[src/rtl/rf_dump_streamer_if.sv]
// Register-file read port and byte-stream handshake shared by the dump
// streamer (master) and its register file / transmitter (slave).
interface rf_dump_streamer_if #(
  parameter int ADDR_WIDTH = 5,
  parameter int DATA_WIDTH = 32
);
  logic [ADDR_WIDTH-1:0] rf_addr;
  logic [DATA_WIDTH-1:0] rf_data;
  logic [7:0]            tx_data;
  logic                  tx_valid;
  logic                  tx_ready;

  modport master (
    output rf_addr,
    input  rf_data,
    output tx_data,
    output tx_valid,
    input  tx_ready
  );

  modport slave (
    input  rf_addr,
    output rf_data,
    input  tx_data,
    input  tx_valid,
    output tx_ready
  );
endinterface

[src/rtl/rf_dump_streamer.sv]
// Debug readback engine: walks an inclusive (wrapping) register range on a
// dedicated asynchronous read port and streams each word out as bytes,
// optionally preceded by a header byte holding the register address.
module rf_dump_streamer #(
  parameter int ADDR_WIDTH  = 5,
  parameter int DATA_WIDTH  = 32,
  parameter int SEND_HEADER = 1
) (
  input  logic                  clk,
  input  logic                  rst_n,
  input  logic                  start_i,
  input  logic [ADDR_WIDTH-1:0] first_addr_i,
  input  logic [ADDR_WIDTH-1:0] last_addr_i,
  output logic                  busy_o,
  output logic                  done_o,
  rf_dump_streamer_if.master    bus
);

  localparam int NBYTES = DATA_WIDTH / 8;
  localparam int IDX_W  = (NBYTES > 1) ? $clog2(NBYTES) : 1;
  localparam logic [IDX_W-1:0] IDX_LAST = IDX_W'(NBYTES - 1);

  typedef enum logic [2:0] {
    S_IDLE = 3'd0,
    S_READ = 3'd1,
    S_HDR  = 3'd2,
    S_SEND = 3'd3,
    S_DONE = 3'd4
  } state_t;

  state_t                state_q, state_d;
  logic [ADDR_WIDTH-1:0] addr_q, addr_d;
  logic [ADDR_WIDTH-1:0] last_q, last_d;
  logic [DATA_WIDTH-1:0] word_q, word_d;
  logic [IDX_W-1:0]      idx_q, idx_d;
  logic                  tx_valid_q, tx_valid_d;
  logic [7:0]            tx_data_q, tx_data_d;
  logic                  busy_q, busy_d;
  logic                  done_q, done_d;
  logic                  xfer_s;

  // Little-endian byte select: byte 0 is bits 7:0.
  function automatic logic [7:0] word_byte(input logic [DATA_WIDTH-1:0] w,
                                           input logic [IDX_W-1:0] idx);
    logic [DATA_WIDTH-1:0] shifted;
    shifted = w >> {idx, 3'b000};
    return shifted[7:0];
  endfunction

  assign xfer_s = tx_valid_q && bus.tx_ready;

  // State register plus datapath and registered outputs.
  always_ff @(posedge clk or negedge rst_n) begin
    if (!rst_n) begin
      state_q    <= S_IDLE;
      addr_q     <= '0;
      last_q     <= '0;
      word_q     <= '0;
      idx_q      <= '0;
      tx_valid_q <= 1'b0;
      tx_data_q  <= 8'h00;
      busy_q     <= 1'b0;
      done_q     <= 1'b0;
    end else begin
      state_q    <= state_d;
      addr_q     <= addr_d;
      last_q     <= last_d;
      word_q     <= word_d;
      idx_q      <= idx_d;
      tx_valid_q <= tx_valid_d;
      tx_data_q  <= tx_data_d;
      busy_q     <= busy_d;
      done_q     <= done_d;
    end
  end

  // Next-state and datapath update; a stalled transfer leaves everything held.
  always_comb begin
    state_d = state_q;
    addr_d  = addr_q;
    last_d  = last_q;
    word_d  = word_q;
    idx_d   = idx_q;
    case (state_q)
      S_IDLE: begin
        if (start_i) begin
          addr_d  = first_addr_i;
          last_d  = last_addr_i;
          state_d = S_READ;
        end else begin
          state_d = S_IDLE;
        end
      end
      S_READ: begin
        word_d  = bus.rf_data;
        idx_d   = '0;
        state_d = (SEND_HEADER != 0) ? S_HDR : S_SEND;
      end
      S_HDR: begin
        if (xfer_s) begin
          state_d = S_SEND;
        end else begin
          state_d = S_HDR;
        end
      end
      S_SEND: begin
        if (xfer_s) begin
          if (idx_q != IDX_LAST) begin
            idx_d = idx_q + IDX_W'(1);
          end else if (addr_q == last_q) begin
            state_d = S_DONE;
          end else begin
            // Natural wrap of the address width gives the modulo increment.
            addr_d  = addr_q + ADDR_WIDTH'(1);
            state_d = S_READ;
          end
        end else begin
          state_d = S_SEND;
        end
      end
      S_DONE: begin
        state_d = S_IDLE;
      end
      default: begin
        state_d = S_IDLE;
      end
    endcase
  end

  // Output decode from the upcoming state so the outputs leave a flop.
  always_comb begin
    tx_valid_d = 1'b0;
    tx_data_d  = 8'h00;
    busy_d     = (state_d != S_IDLE);
    done_d     = (state_d == S_DONE);
    case (state_d)
      S_HDR: begin
        tx_valid_d = 1'b1;
        tx_data_d  = 8'(addr_d);
      end
      S_SEND: begin
        tx_valid_d = 1'b1;
        tx_data_d  = word_byte(word_d, idx_d);
      end
      default: begin
        tx_valid_d = 1'b0;
        tx_data_d  = 8'h00;
      end
    endcase
  end

  assign bus.rf_addr  = addr_q;
  assign bus.tx_valid = tx_valid_q;
  assign bus.tx_data  = tx_data_q;
  assign busy_o       = busy_q;
  assign done_o       = done_q;

endmodule

[src/flat_wrapper.sv]
// flat-port wrapper written by rule: the top's interface ports become plain ports
module rf_dump_streamer_flat 
#(
  parameter int ADDR_WIDTH  = 5,
  parameter int DATA_WIDTH  = 32,
  parameter int SEND_HEADER = 1
)
  (clk, rst_n, start_i, first_addr_i, last_addr_i, busy_o, done_o, bus_rf_addr, bus_rf_data, bus_tx_data, bus_tx_valid, bus_tx_ready);
  rf_dump_streamer_if #(.ADDR_WIDTH(ADDR_WIDTH), .DATA_WIDTH(DATA_WIDTH)) bus_i ();
  input  logic clk;
  input  logic rst_n;
  input  logic start_i;
  input  logic [ADDR_WIDTH-1:0] first_addr_i;
  input  logic [ADDR_WIDTH-1:0] last_addr_i;
  output logic busy_o;
  output logic done_o;
  output wire logic [$bits(bus_i.rf_addr)-1:0] bus_rf_addr;
  input wire logic [$bits(bus_i.rf_data)-1:0] bus_rf_data;
  output wire logic [$bits(bus_i.tx_data)-1:0] bus_tx_data;
  output wire logic [$bits(bus_i.tx_valid)-1:0] bus_tx_valid;
  input wire logic [$bits(bus_i.tx_ready)-1:0] bus_tx_ready;
  assign bus_rf_addr = bus_i.rf_addr;
  assign bus_i.rf_data = bus_rf_data;
  assign bus_tx_data = bus_i.tx_data;
  assign bus_tx_valid = bus_i.tx_valid;
  assign bus_i.tx_ready = bus_tx_ready;
  rf_dump_streamer #(.ADDR_WIDTH(ADDR_WIDTH), .DATA_WIDTH(DATA_WIDTH), .SEND_HEADER(SEND_HEADER)) u_core (.clk(clk), .rst_n(rst_n), .start_i(start_i), .first_addr_i(first_addr_i), .last_addr_i(last_addr_i), .busy_o(busy_o), .done_o(done_o), .bus(bus_i));
endmodule
[config.mk]
export PLATFORM = sky130hd
export DESIGN_NAME = rf_dump_streamer_flat
export DESIGN_NICKNAME = d
export VERILOG_FILES = /design/src/rtl/rf_dump_streamer_if.sv /design/src/rtl/rf_dump_streamer.sv /design/src/flat_wrapper.sv
export SDC_FILE = /design/constraint.sdc
export NUM_CORES = 1
export LEC_CHECK = 0
export ABC_AREA = 0
export CORE_MARGIN = 4
export CORE_UTILIZATION = 45
export CTS_BUF_LIST = sky130_fd_sc_hd__clkbuf_8
export CTS_CLUSTER_SIZE = 25
export DETAILED_ROUTE_END_ITERATION = 12
export PLACE_DENSITY_LB_ADDON = 0.25
export SYNTH_ARGS = -nofsm -noshare
export SYNTH_HDL_FRONTEND = slang
export SYNTH_SLANG_ARGS = --single-unit
[constraint.sdc]
create_clock -name clk -period 2 [get_ports clk]
set_input_delay 0.3 -clock clk [delete_from_list [all_inputs] [get_ports clk]]
set_output_delay 0.3 -clock clk [all_outputs]
set_load 0.01 [all_outputs]
==> flow_metrics.py <==
metrics = {
    "status": {
        "status": "finished clean",
    },
    "clock_network": {
        "cts_buffer_depth": 2,
        "cts_tree": "done",
        "clock-root-buffer": "clkbuf_8",
        "htree_levels": 3,
        "cts.reportedPaths.clkPinSlew_ns": 0.07,
        "post_cts_buffers": 0,
        "cts_num_sinks": 58,
        "cts_buffers": 9,
        "worst_skew_pair.late_latency_ns": 0.33,
    },
    "global_routing": {
        "grt_max_degree": 59,
        "grt_pass1_wl_um": 10300,
        "top_usage_layer": "met2",
        "grt_pass1_vias": 2264,
        "use_met1_pct": 23.1,
        "grt_util_all_layers_pct": 17.6,
        "overflow": 0,
        "grt_util_met2_pct": 28.2,
        "antenna_found_initial": 0,
        "use_met3_pct": 5.19,
    },
    "yosys": {
        "yosysWarnings": 0,
        "synth_edf_count": 0,
        "yosysSeqAreaShare_pct": 53.0,
        "post_synth.cell_area_avg_um2": 9.74,
        "synth.distinct_cells": 45,
        "synth_cells": 281,
        "netlist_area_um2": 2740,
        "synth_seq_cells": 58,
        "syn_nets": 328,
        "ys.flop_type": "dfrtp_1",
        "async_flop_share_pct": 100,
    },
    "worst_setup_path": {
        "startpoint_type": "flip-flop",
        "criticalPathCategory": "reg2reg",
        "cp_slowest_cell": "dfrtp_1",
        "critPathCaptureType": "flip-flop",
        "crit_arrival_ns": 2.13,
        "reg2reg_depth": 7,
        "critPathMaxStageDelay_ns": 0.48,
        "cp_data_required_time_ns": 2.25,
        "cp_max_fo": 9,
        "cp_cell_sequence": "and4b_1 -> a21oi_4 -> or2_4 -> clkinv_4 -> nor2_1 -> or3_1 -> a21oi_1",
    },
    "cells_and_area": {
        "nNetsFinal": 414,
        "final_layout_size_suffix_gt1_share_pct": 17.7,
        "n_fill_cell": 497,
        "multiInputGateArea_um2": 1210,
        "final_area_um2": 3820,
        "seqCellArea_um2": 1450,
        "area_growth_pct": 39.5,
        "n_antenna_cell": 0,
    },
    "route": {
        "post-route-drc-count": 0,
        "via_count": 2218,
        "viasPerCell": 4.96,
        "drtAntennaViolNets": 0,
        "first_pass_iters": 4,
        "wl_per_cell_um": 13.7,
        "drtIter0Drc": 89,
        "wl_um": 6120,
    },
    "placed_design": {
        "place_area_um2": 3600,
        "io_buffers": 61,
        "gp_congestion": 0.804,
        "hpwl_um": 4420,
    },
    "power": {
        "power_frac_clock_pct": 18.9,
        "swShare_pct": 35.5,
        "leakagePower_nw": 1.76,
        "ir_drop_mv": 0.658,
        "p_sw_w": 0.00204,
        "seqPwrFrac_pct": 35.0,
        "intPower_w": 0.00369,
        "power_density_nw_per_um2": 1500,
        "total_power_w": 0.00573,
        "pwr-share-comb_pct": 46.1,
    },
    "timing": {
        "fin_crit_sh_pct": 94.1,
        "setup_viol": 0,
        "rsz0062_at_grt": "false",
        "final.setup.tns_ns": 0,
        "fin_crit_ns": 1.88,
        "fin_worst_skew_ns": 0.00741,
        "fmax_mhz": 531,
        "max_slew_margin_pct": 74.5,
        "slew_violations": 0,
        "hold_violations": 0,
        "tightest_slew_ns": 0.383,
    },
    "floorplanning": {
        "die_w_um": 86.0,
        "ios": 62,
        "core-area_um2": 5920,
        "die_h_um": 86.0,
        "rows": 28,
        "initial_core_util_pct": 46.2,
        "die_area_um2": 7400,
    },
    "worst_hold_path": {
        "hold_class": "reg2reg",
        "whs_path_depth": 2,
    },
    "flow_run": {
        "maxCapViolations": 0,
    },
}
## Yosys cell counts, types with 2 or more instances
| cell | n | area (um2) |
|---|---|---|
| nand2_1 | 83 | 312 |
| dfrtp_1 | 58 | 1450 |
| nor2_1 | 17 | 63.8 |
| mux2_2 | 14 | 158 |
| mux2i_1 | 8 | 80.1 |
| a21oi_1 | 7 | 35.0 |
| nor3_1 | 7 | 35.0 |
| o21ai_0 | 7 | 35.0 |
| xor2_1 | 7 | 61.3 |
| or3_1 | 6 | 37.5 |
| buf_2 | 5 | 25.0 |
| clkbuf_1 | 5 | 18.8 |
| a211oi_1 | 4 | 30.0 |
| a21o_1 | 4 | 30.0 |
| inv_1 | 4 | 15.0 |
| nand4_1 | 4 | 25.0 |
| nand3_1 | 3 | 15.0 |
| nor2b_1 | 3 | 18.8 |
| o211ai_1 | 3 | 22.5 |
| o22ai_1 | 3 | 18.8 |
| buf_1 | 2 | 7.51 |
| nand3b_1 | 2 | 15.0 |
| o221ai_1 | 2 | 17.5 |
| o22a_1 | 2 | 17.5 |
## sequential cells by signal (all words and copies together), names as in the netlist
register and flops:
u_core.bus.rf_addr 5, u_core.bus.tx_data 8, u_core.bus.tx_valid 1, u_core.busy_o 1, u_core.done_o 1, u_core.idx_q 2
u_core.last_q 5, u_core.state_q 3, u_core.word_q 32
## path summary, 6_finish.rpt
check / slack [ns] / endpoint / start
setup / recovery: 0.12 / u_core.bus.tx_data[6] / u_core.state_q[2]
hold / removal: 0.47 / u_core.word_q[26] / u_core.word_q[26]
setup reg to reg: 0.12 / u_core.bus.tx_data[6] / u_core.state_q[2]
hold reg to reg: 0.47 / u_core.word_q[26] / u_core.word_q[26]
max in group asynchronous: 1.25 / u_core.bus.rf_addr[0] / rst_n
min in group asynchronous: 0.50 / u_core.word_q[7] / rst_n
## logic make-up (layout without fill, tap and decap cells)
group / after synthesis / in the layout / synth area share [%]
adders and majority gates: 1 / 1 / 0.457
and+or+nand+nor: 135 / 135 / 22.3
xor gates and xnor gates: 8 / 8 / 2.56
buffers and inverters: 18 / 109 / 3.02
AOI/OAI and AO/OA: 39 / 39 / 10.0
muxes: 22 / 22 / 8.68
DFF: 58 / 58 / 53.0
## per-stage QoR
| step | utilization (%) | hold WS [ns] | cells | setup slack, ns |
|---|---|---|---|---|
| 2_1_floorplan | - | 0.00441 | 281 | 0.185 |
| 3_3_place_gp | 60.8 | 0.324 | 430 | -0.0733 |
| 3_5_place_dp | 60.8 | 0.325 | 430 | -0.149 |
| 4_1_cts | 64.4 | 0.474 | 447 | 0.0951 |
| 5_1_grt | 64.5 | 0.480 | 447 | 0.00251 |
| 6_report | 64.5 | 0.472 | 447 | 0.118 |
## power by group through the flow
stage | registers, W | clock network, W | logic, W
final | 0.00200 | 0.00109 | 0.00264
after global routing | 0.00207 | 0.00117 | 0.00294
after CTS | 0.00201 | 0.00111 | 0.00265
after detailed placement | 0.00203 | 0 | 0.00262
after global placement | 0.00201 | 0 | 0.00257
after floorplan | 0.00202 | 0 | 0.00157
## layout make-up
type / instances / share of cell area, %
clock buffers: 11 / 3.96
clock inverters: 5 / 1.38
inverters: 5 / 0.623
multi-input cells: 205 / 31.7
flip-flops and latches: 58 / 38.0
well taps: 75 / 2.46
repair buffers: 88 / 21.9
## critical path, delay by kind of cell (launching register included)
| kind | cells | cell delay [ns] |
|---|---|---|
| simple gates | 4 | 1.01 |
| flops | 1 | 0.48 |
| compound gates | 2 | 0.26 |
| buf+inv | 1 | 0.06 |
## metal layers
layer / wire (um) / share of wire (%) / vias up
met3: 356 / 5.8 / 8
li1: - / - / 1122
met1: 2820 / 46 / 1034
met2: 2880 / 47 / 54
met5: 0 / 0 / -
met4: 71 / 1.2 / 0
## cells in the final DEF, fill, tap and decap left out, types with 2 or more instances in the layout
cell type and n:
nand4_1 4, mux2i_1 8, a21o_1 4, mux2_2 14, clkdlybuf4s50_1 60, nand3_1 3, xor2_1 7, buf_4 24
clkinv_2 3, a21oi_1 7, nand3b_1 2, nor2_1 17, or3_1 6, nor3_1 7, nand2_1 83, dfrtp_1 58
o211ai_1 3, o221ai_1 2, inv_1 4, clkbuf_8 11, o21ai_0 7, o22ai_1 3, buf_12 2, o22a_1 2
nor2b_1 3, a211oi_1 4
## timing repair
item                                    4_1_cts  5_1_grt
hold buffers                                  1        0
endpoints found under the hold margin        58        0
gates resized for setup                       0        1
endpoints found under the setup margin        0        5
Note: power is estimated with default switching activity, not from simulation.
